[src/rtl/envelope_ch_scheduler.sv]
// Round-robin scheduler that time-shares one envelope follower across NUM_CH
// sample channels: grant, leaky-accumulate |sample|, then publish a 6-bit level.
module envelope_ch_scheduler #(
    parameter int NUM_CH      = 4,
    parameter int IN_SHIFT    = 8,
    parameter int DECAY_SHIFT = 10,
    parameter int SCALE_SHIFT = 18
) (
    input  logic                      clk_i,
    input  logic                      rst_ni,
    input  logic                      enable_i,
    input  logic                      clear_i,
    input  logic [NUM_CH-1:0]         ch_valid_i,
    input  logic [24*NUM_CH-1:0]      ch_sample_i,
    output logic [NUM_CH-1:0]         ch_ready_o,
    output logic [6*NUM_CH-1:0]       level6_o,
    output logic                      level_valid_o,
    output logic [$clog2(NUM_CH)-1:0] level_ch_o,
    output logic                      busy_o
);

    localparam int PTR_W = $clog2(NUM_CH);

    typedef enum logic [1:0] {IDLE, CALC, EMIT} state_t;

    state_t                 state_q, state_d;
    logic [PTR_W-1:0]       rr_ptr_q, rr_ptr_d;
    logic [PTR_W-1:0]       hold_ch_q, hold_ch_d;
    logic [23:0]            hold_abs_q, hold_abs_d;
    logic [31:0]            acc_q [NUM_CH];
    logic [31:0]            acc_d [NUM_CH];
    logic [5:0]             level_q [NUM_CH];
    logic [5:0]             level_d [NUM_CH];

    logic                   grant_found;
    logic [PTR_W-1:0]       grant_idx;
    logic                   transfer;
    logic signed [23:0]     sel_sample;
    logic [31:0]            acc_next;

    function automatic logic [23:0] abs24(input logic signed [23:0] s);
        // Negating the most negative value wraps to 24'h800000, its true magnitude.
        return s[23] ? 24'(-s) : 24'(s);
    endfunction

    function automatic logic [31:0] sat_acc(input logic [32:0] sum);
        return sum[32] ? 32'hFFFF_FFFF : sum[31:0];
    endfunction

    function automatic logic [5:0] sat_level(input logic [31:0] acc);
        logic [31:0] scaled;
        scaled = acc >> SCALE_SHIFT;
        return (scaled > 32'd63) ? 6'd63 : scaled[5:0];
    endfunction

    // Round-robin search: first valid channel at or after rr_ptr, wrapping.
    always_comb begin
        int               cand;
        logic [PTR_W-1:0] cidx;
        grant_found = 1'b0;
        grant_idx   = '0;
        cand        = 0;
        cidx        = '0;
        for (int i = 0; i < NUM_CH; i++) begin
            cand = int'(rr_ptr_q) + i;
            if (cand >= NUM_CH) cand = cand - NUM_CH;
            cidx = PTR_W'(cand);
            if (!grant_found && ch_valid_i[cidx]) begin
                grant_found = 1'b1;
                grant_idx   = cidx;
            end
        end
    end

    assign transfer   = rst_ni && (state_q == IDLE) && enable_i && !clear_i && grant_found;
    assign sel_sample = ch_sample_i[int'(grant_idx)*24 +: 24];
    assign acc_next   = sat_acc({1'b0, acc_q[hold_ch_q]}
                                - {1'b0, acc_q[hold_ch_q] >> DECAY_SHIFT}
                                + 33'(hold_abs_q >> IN_SHIFT));

    // Next-state logic
    always_comb begin
        state_d = state_q;
        if (clear_i) begin
            state_d = IDLE;
        end else begin
            unique case (state_q)
                IDLE:    if (transfer) state_d = CALC;
                CALC:    state_d = EMIT;
                EMIT:    state_d = IDLE;
                default: state_d = IDLE;
            endcase
        end
    end

    // Datapath next values; level follows the fresh accumulator so it is visible in EMIT.
    always_comb begin
        rr_ptr_d   = rr_ptr_q;
        hold_ch_d  = hold_ch_q;
        hold_abs_d = hold_abs_q;
        acc_d      = acc_q;
        level_d    = level_q;
        if (clear_i) begin
            rr_ptr_d = '0;
            for (int k = 0; k < NUM_CH; k++) begin
                acc_d[k]   = '0;
                level_d[k] = '0;
            end
        end else begin
            if (transfer) begin
                hold_ch_d  = grant_idx;
                hold_abs_d = abs24(sel_sample);
                rr_ptr_d   = (grant_idx == PTR_W'(NUM_CH - 1)) ? '0 : grant_idx + PTR_W'(1);
            end
            if (state_q == CALC) begin
                acc_d[hold_ch_q]   = acc_next;
                level_d[hold_ch_q] = sat_level(acc_next);
            end
        end
    end

    always_ff @(posedge clk_i or negedge rst_ni) begin
        if (!rst_ni) begin
            state_q  <= IDLE;
            rr_ptr_q <= '0;
            for (int k = 0; k < NUM_CH; k++) begin
                acc_q[k]   <= '0;
                level_q[k] <= '0;
            end
        end else begin
            state_q  <= state_d;
            rr_ptr_q <= rr_ptr_d;
            acc_q    <= acc_d;
            level_q  <= level_d;
        end
    end

    // Holding registers are only read in CALC/EMIT after a capture, so no reset is needed.
    always_ff @(posedge clk_i) begin
        hold_ch_q  <= hold_ch_d;
        hold_abs_q <= hold_abs_d;
    end

    // Output logic
    always_comb begin
        busy_o        = (state_q != IDLE);
        level_valid_o = (state_q == EMIT) && !clear_i;
        level_ch_o    = level_valid_o ? hold_ch_q : '0;
        ch_ready_o    = transfer ? (NUM_CH'(1) << grant_idx) : '0;
        for (int k = 0; k < NUM_CH; k++) begin
            level6_o[6*k +: 6] = level_q[k];
        end
    end

endmodule

[config.mk]
export PLATFORM = sky130hd
export DESIGN_NAME = envelope_ch_scheduler
export DESIGN_NICKNAME = d
export VERILOG_FILES = /design/src/rtl/envelope_ch_scheduler.sv
export SDC_FILE = /design/constraint.sdc
export NUM_CORES = 1
export LEC_CHECK = 0
export ABC_AREA = 0
export CAP_MARGIN = 20
export CORE_MARGIN = 3
export CORE_UTILIZATION = 61
export DETAILED_ROUTE_END_ITERATION = 10
export PLACE_DENSITY = 0.87
export RECOVER_POWER = 100
export SYNTH_ARGS = -nofsm -noshare
export SYNTH_HDL_FRONTEND = slang
export SYNTH_SLANG_ARGS = --single-unit
[constraint.sdc]
create_clock -name clk_i -period 9.8 [get_ports clk_i]
set_clock_uncertainty 0.15 [all_clocks]
set_input_delay 1.47 -clock clk_i [delete_from_list [all_inputs] [get_ports clk_i]]
set_output_delay 1.47 -clock clk_i [all_outputs]
set_load 0.01 [all_outputs]
* Yosys cells after proc, flatten, opt, wreduce, memory -nomap -nowiden *
Index checks and enable logic that the tools add are counted.

word-level totals
  register bits after elaboration = 182
  word-level logic and storage cells = 106
  output and inout bits = 32

cells by class
  multiply operators = 1
  eq/ne operators = 4
  add/sub/neg operators = 11
  magnitude comparators = 11
  shift operators = 2
  reduce and logical (&&, ||, !) cells = 18
  multiplexer cells = 44
  bitwise logic cells = 2

operators with widths
  cell                                                             number
  two-way mux 128 bit                                              2
  bitwise mux 128 bit                                              1
  two-way mux 32 bit                                               4
  indexed part select 96 x 8 -> 24 bit                             1
  binary-select mux 32 bit (select 2 bit)                          1
  demux 32 bit (select 2 bit)                                      1
  two-way mux 24 bit                                               2
  adder 33 x 16 -> 33 bit                                          1
  subtractor 32 x 22 -> 33 bit                                     1
  two-way mux 2 bit                                                14
  bitwise mux 24 bit                                               1
  negator 24 bit                                                   1
  two-way mux 23 bit                                               1
  greater-than comparator 14 x 6 -> 1 bit (second input constant)  1
  demux 6 bit (select 2 bit)                                       1
  greater-or-equal comparator 3 bit (second input constant)        4
  less-than comparator 2 x 3 -> 1 bit (second input constant)      4
  two-way mux 6 bit                                                2
  logical AND 1 bit                                                9
  binary-select mux 1 bit (select 2 bit)                           4
  two-way mux 1 bit                                                8
  subtractor 2 x 1 -> 2 bit (second input constant)                4
  adder 2 x 2 -> 3 bit (second input constant)                     2
  nonzero test 2 bit                                               3
  16 further kinds                                                 20

* Longest topological paths before layout *
  depth after elaboration = 18
  depth in mapped cells = 19

* Least setup slack after synthesis *
No wires, ideal clock.

  path kind = input -> output
  start = in clear_i
  end = out ch_ready_o[0]
  required time = 8.180 ns
  setup slack = 4.306 ns
  buffers on the path = 1
  cell stages on the path = 5
  arrival time = 3.874 ns
  path through = clkbuf_1 > nor2_1 > nand3_1 > nor3_1 > and2_1

between the ends
  word-level cells in the longest chain between the ends = 4

ends and longest elaborated chain
  element                          RTL line  text
  start: declaration               12        input logic clear_i,
  zero test 1 bit                  75        assign transfer = rst_ni && (state_q == IDLE) && enable_i && !clear_i && grant_found;
  logical AND 1 bit (2 in series)  75
  two-way mux 4 bit                149       ch_ready_o = transfer ? (NUM_CH'(1) << grant_idx) : '0;
  end: declaration                 15        output logic [NUM_CH-1:0] ch_ready_o,

Every way passes these cells.

* Worst setup path after layout *
  start = in rst_ni
  end = out ch_ready_o[0]

between the ends
  word-level cells in the longest chain between the ends = 5

ends and longest elaborated chain
  element                          RTL line  text
  start: declaration               10        input logic rst_ni,
  logical AND 1 bit (4 in series)  75
  two-way mux 4 bit                149

Every way passes these cells.

==> flow_metrics.env <==
export IMPL_final_cells=1523
export IMPL_reg2regPathDepth=15
export IMPL_power_leakage_nw=5.72
export IMPL_multi_input_area_um2=5860
export IMPL_ys_warn_count=0
export IMPL_antenna_found_initial=0
export IMPL_grt_max_degree=57
export IMPL_regToRegSetupSlack_ns=2.93
export IMPL_worst_ir_drop_vdd_v=0.000139
export IMPL_worst_hold_path_type="reg -> reg"
export IMPL_postCtsSetupRepairBufs=0
export IMPL_finalSetupViolCount=0
export IMPL_synth_top_family_by_area="simple AND/OR/NAND/NOR gates"
export IMPL_grt_pass1_vias=9953
export IMPL_drtIter0Drc=1147
export IMPL_numCtsBuffers=17
export IMPL_die_h_um=139
export IMPL_worstPathArrival_ns=5.90
export IMPL_clk_insertion_delay_late_ns=0.44
export IMPL_synthesis_nets=1339
export IMPL_hpwl_um=21800
export IMPL_ys_seq_elements=174
export IMPL_place_area_um2=12400
export IMPL_insertedDiodeCount=0
export IMPL_synth_xor_area_share=0.0340
export IMPL_synth_top_area_frac=0.361
export IMPL_gp_congestion=0.991
export IMPL_rsz0062_at_grt="false"
export IMPL_wl_um=31700
export IMPL_hold_viol_final=0
export IMPL_ys_top_cells_by_count="202 x nand2_1, 156 x dfrtp_1, 84 x o21ai_0"
export IMPL_io_buffers=135
export IMPL_hp_start="acc_q[71]"
export IMPL_synthSimpleGateAreaFrac=0.172
export IMPL_power_per_cell_area_nw_per_um2=161
export IMPL_die_area_um2=19400
export IMPL_finalSetupTns_ns=0
export IMPL_core_um2=17400
export IMPL_hold_buffers=0
export IMPL_min_to="acc_q[71]"
export IMPL_slew_headroom=-0.944
export IMPL_reg2reg_from="hold_ch_q[0]"
export IMPL_synth_async_reset_ratio=0.897
export IMPL_end_kind="output port"
export IMPL_synth_area_um2=10800
export IMPL_critPathLaunchType="input port"
export IMPL_clk_pin_slew_ns=0.06
export IMPL_required_ns=8.18
export IMPL_post_drt_wl_per_cell_um=20.8
export IMPL_ys_flop_type="dfrtp_1"
export IMPL_initial_core_util=0.623
export IMPL_drive_gt1_frac=0.0709
export IMPL_synth_compound_area_frac=0.170
export IMPL_synth_edf_count=18
export IMPL_std_cell_rows=48
export IMPL_drc=0
export IMPL_syn_avg_cell_area_um2=9.20
export IMPL_fp_dieW_um=139
export IMPL_dp_cells=1490
export IMPL_cap_violations=4
export IMPL_worst_r2r_endpoint="acc_q[36]"
export IMPL_path_max_fanout=50
export IMPL_synthMuxAreaShare=0.0830
export IMPL_finish_instance_area_um2=12900
export IMPL_fmax_mhz=133
export IMPL_violations="max-capacitance violations, max-slew violations"
export IMPL_synth_adder_area_share=0.0793
export IMPL_h_tree_depth=4
export IMPL_register_area_um2=4440
export IMPL_post_route_min_period_ns=7.52
export IMPL_min_delay_path_depth=2
export IMPL_synthTopCellsByArea="dfrtp_1 36%, nand2_1 7.0%, mux4_2 6.7%, edfxtp_1 5.0%, ha_1 5.0%"
export IMPL_critPathKind="in -> out"
export IMPL_fin_crit_sh=0.767
export IMPL_nets=1448
export IMPL_final_core_util=0.745
export IMPL_grt_remaining_overflow=0
export IMPL_cts_buffer_depth=2
export IMPL_final_max_slew_violation_count=185
export IMPL_postCtsResizedCells=0
export IMPL_worst_slew_pin_slew_ns=2.92
export IMPL_netlist_instances=1176
export IMPL_outcome="finished with violations"
export IMPL_cts_root_buf="clkbuf_16"
export IMPL_grt_first_pass_wirelength_um=50800
export IMPL_synth_seq_area_share=0.411
export IMPL_yosys_cell_count_top_type="nand2_1"
export IMPL_nFillCells=1173
export IMPL_ant_nets=0
export IMPL_dr_pass1_iters=6
export IMPL_synthToLayoutAreaGrowth_pct=19.4
export IMPL_yosysUniqueCellTypes=71
export IMPL_yosys_area_top_type="dfrtp_1"
export IMPL_vias=9843
export IMPL_vias_per_cell=6.46
export IMPL_pin_count=136
export IMPL_cts_tree="built"
export IMPL_track_usage=0.326
export IMPL_clock_sinks=174
## state kept, by name, indices dropped and copies added (netlist names)
signal and cells:
hold_abs_q 16, level6_o 24, acc_q 128, hold_ch_q 2, rr_ptr_q 2, state_q 2
## how the worst max path moves through the flow
stage | depth (start not counted) | startpoint | slack (ns) | endpoint
6_report | 6 | rst_ni | 2.28 | ch_ready_o[0]
5_1_grt | 6 | rst_ni | 1.75 | ch_ready_o[0]
4_1_cts | 8 | ch_valid_i[1] | 3.41 | ch_ready_o[1]
3_5_place_dp | 8 | ch_valid_i[1] | 3.41 | ch_ready_o[1]
3_3_place_gp | 8 | ch_valid_i[0] | 3.51 | ch_ready_o[0]
2_1_floorplan | 5 | clear_i | 4.31 | ch_ready_o[0]
## power by group
part           internal [mW]  total (mW)  switching (mW)
combinational          0.221       0.617           0.397
sequential             0.754       0.764         0.00996
clock                  0.401       0.696           0.296
## layout by cell type (no fill, tap or decap), drive strengths merged, types with 5 or more instances in the layout
master and instances:
a21o 8, nand2 204, clkdlybuf4s50 103, and2 17, o211ai 10, nor2b 10
dfrtp 156, nor4 8, nand4 11, edfxtp 18, mux4 32, nor3 8
nand3 48, mux2i 12, fa 16, a22o 20, dlygate4sd3 31, ha 43
a211oi 8, nor2 60, buf 9, a21oi 50, o21ai 165, nand2b 10
inv 84, and3 6, xor2 12, xnor2 30, a2bb2oi 6, a31oi 5
clkbuf 29
## area by class of cell
type / count / share of cell area
multi-input cells: 862 / 0.453
flip-flops and latches: 174 / 0.344
repair buffers: 150 / 0.111
clock buffers: 22 / 0.0367
inverters: 80 / 0.0233
well taps: 225 / 0.0218
clock inverters: 10 / 0.00978
## critical path, stage by stage
cell and delay, ns:
clkbuf_1 1.88, nand3_1 0.30, nor3_1 0.33, clkbuf_1 1.03, and2_1 0.24, dlygate4sd3_1 0.61
## through the flow
stage / setup slack (ns) / hold WS, ns / total power [mW]
after detailed placement: 3.41 / 0.316 / 1.38
after global placement: 3.51 / 0.307 / 1.37
after global routing: 1.75 / 0.349 / 2.16
final: 2.28 / 0.326 / 2.08
after CTS: 3.41 / 0.330 / 2.08
after floorplan: 4.31 / 0.295 / 1.19
## metal layers
layer / global-route usage / vias up / routed length (um)
met5: 0 / - / 0
met2: 0.545 / 608 / 15600
met4: 0.105 / 0 / 928
met3: 0.0831 / 110 / 3280
li1: - / 4382 / -
met1: 0.422 / 4743 / 11800
## logic make-up (layout without fill, tap and decap cells)
| kind of cell | after synthesis | count (layout) |
|---|---|---|
| AO/OA/AOI/OAI | 306 | 306 |
| XOR/XNOR | 42 | 42 |
| AND/OR/NAND/NOR | 407 | 407 |
| adder cells (fa/ha/maj) | 59 | 59 |
| buffers and inverters | 140 | 262 |
| flip-flops | 174 | 174 |
| multiplexers | 48 | 48 |
No activity file was read; power rests on OpenSTA's default activity.
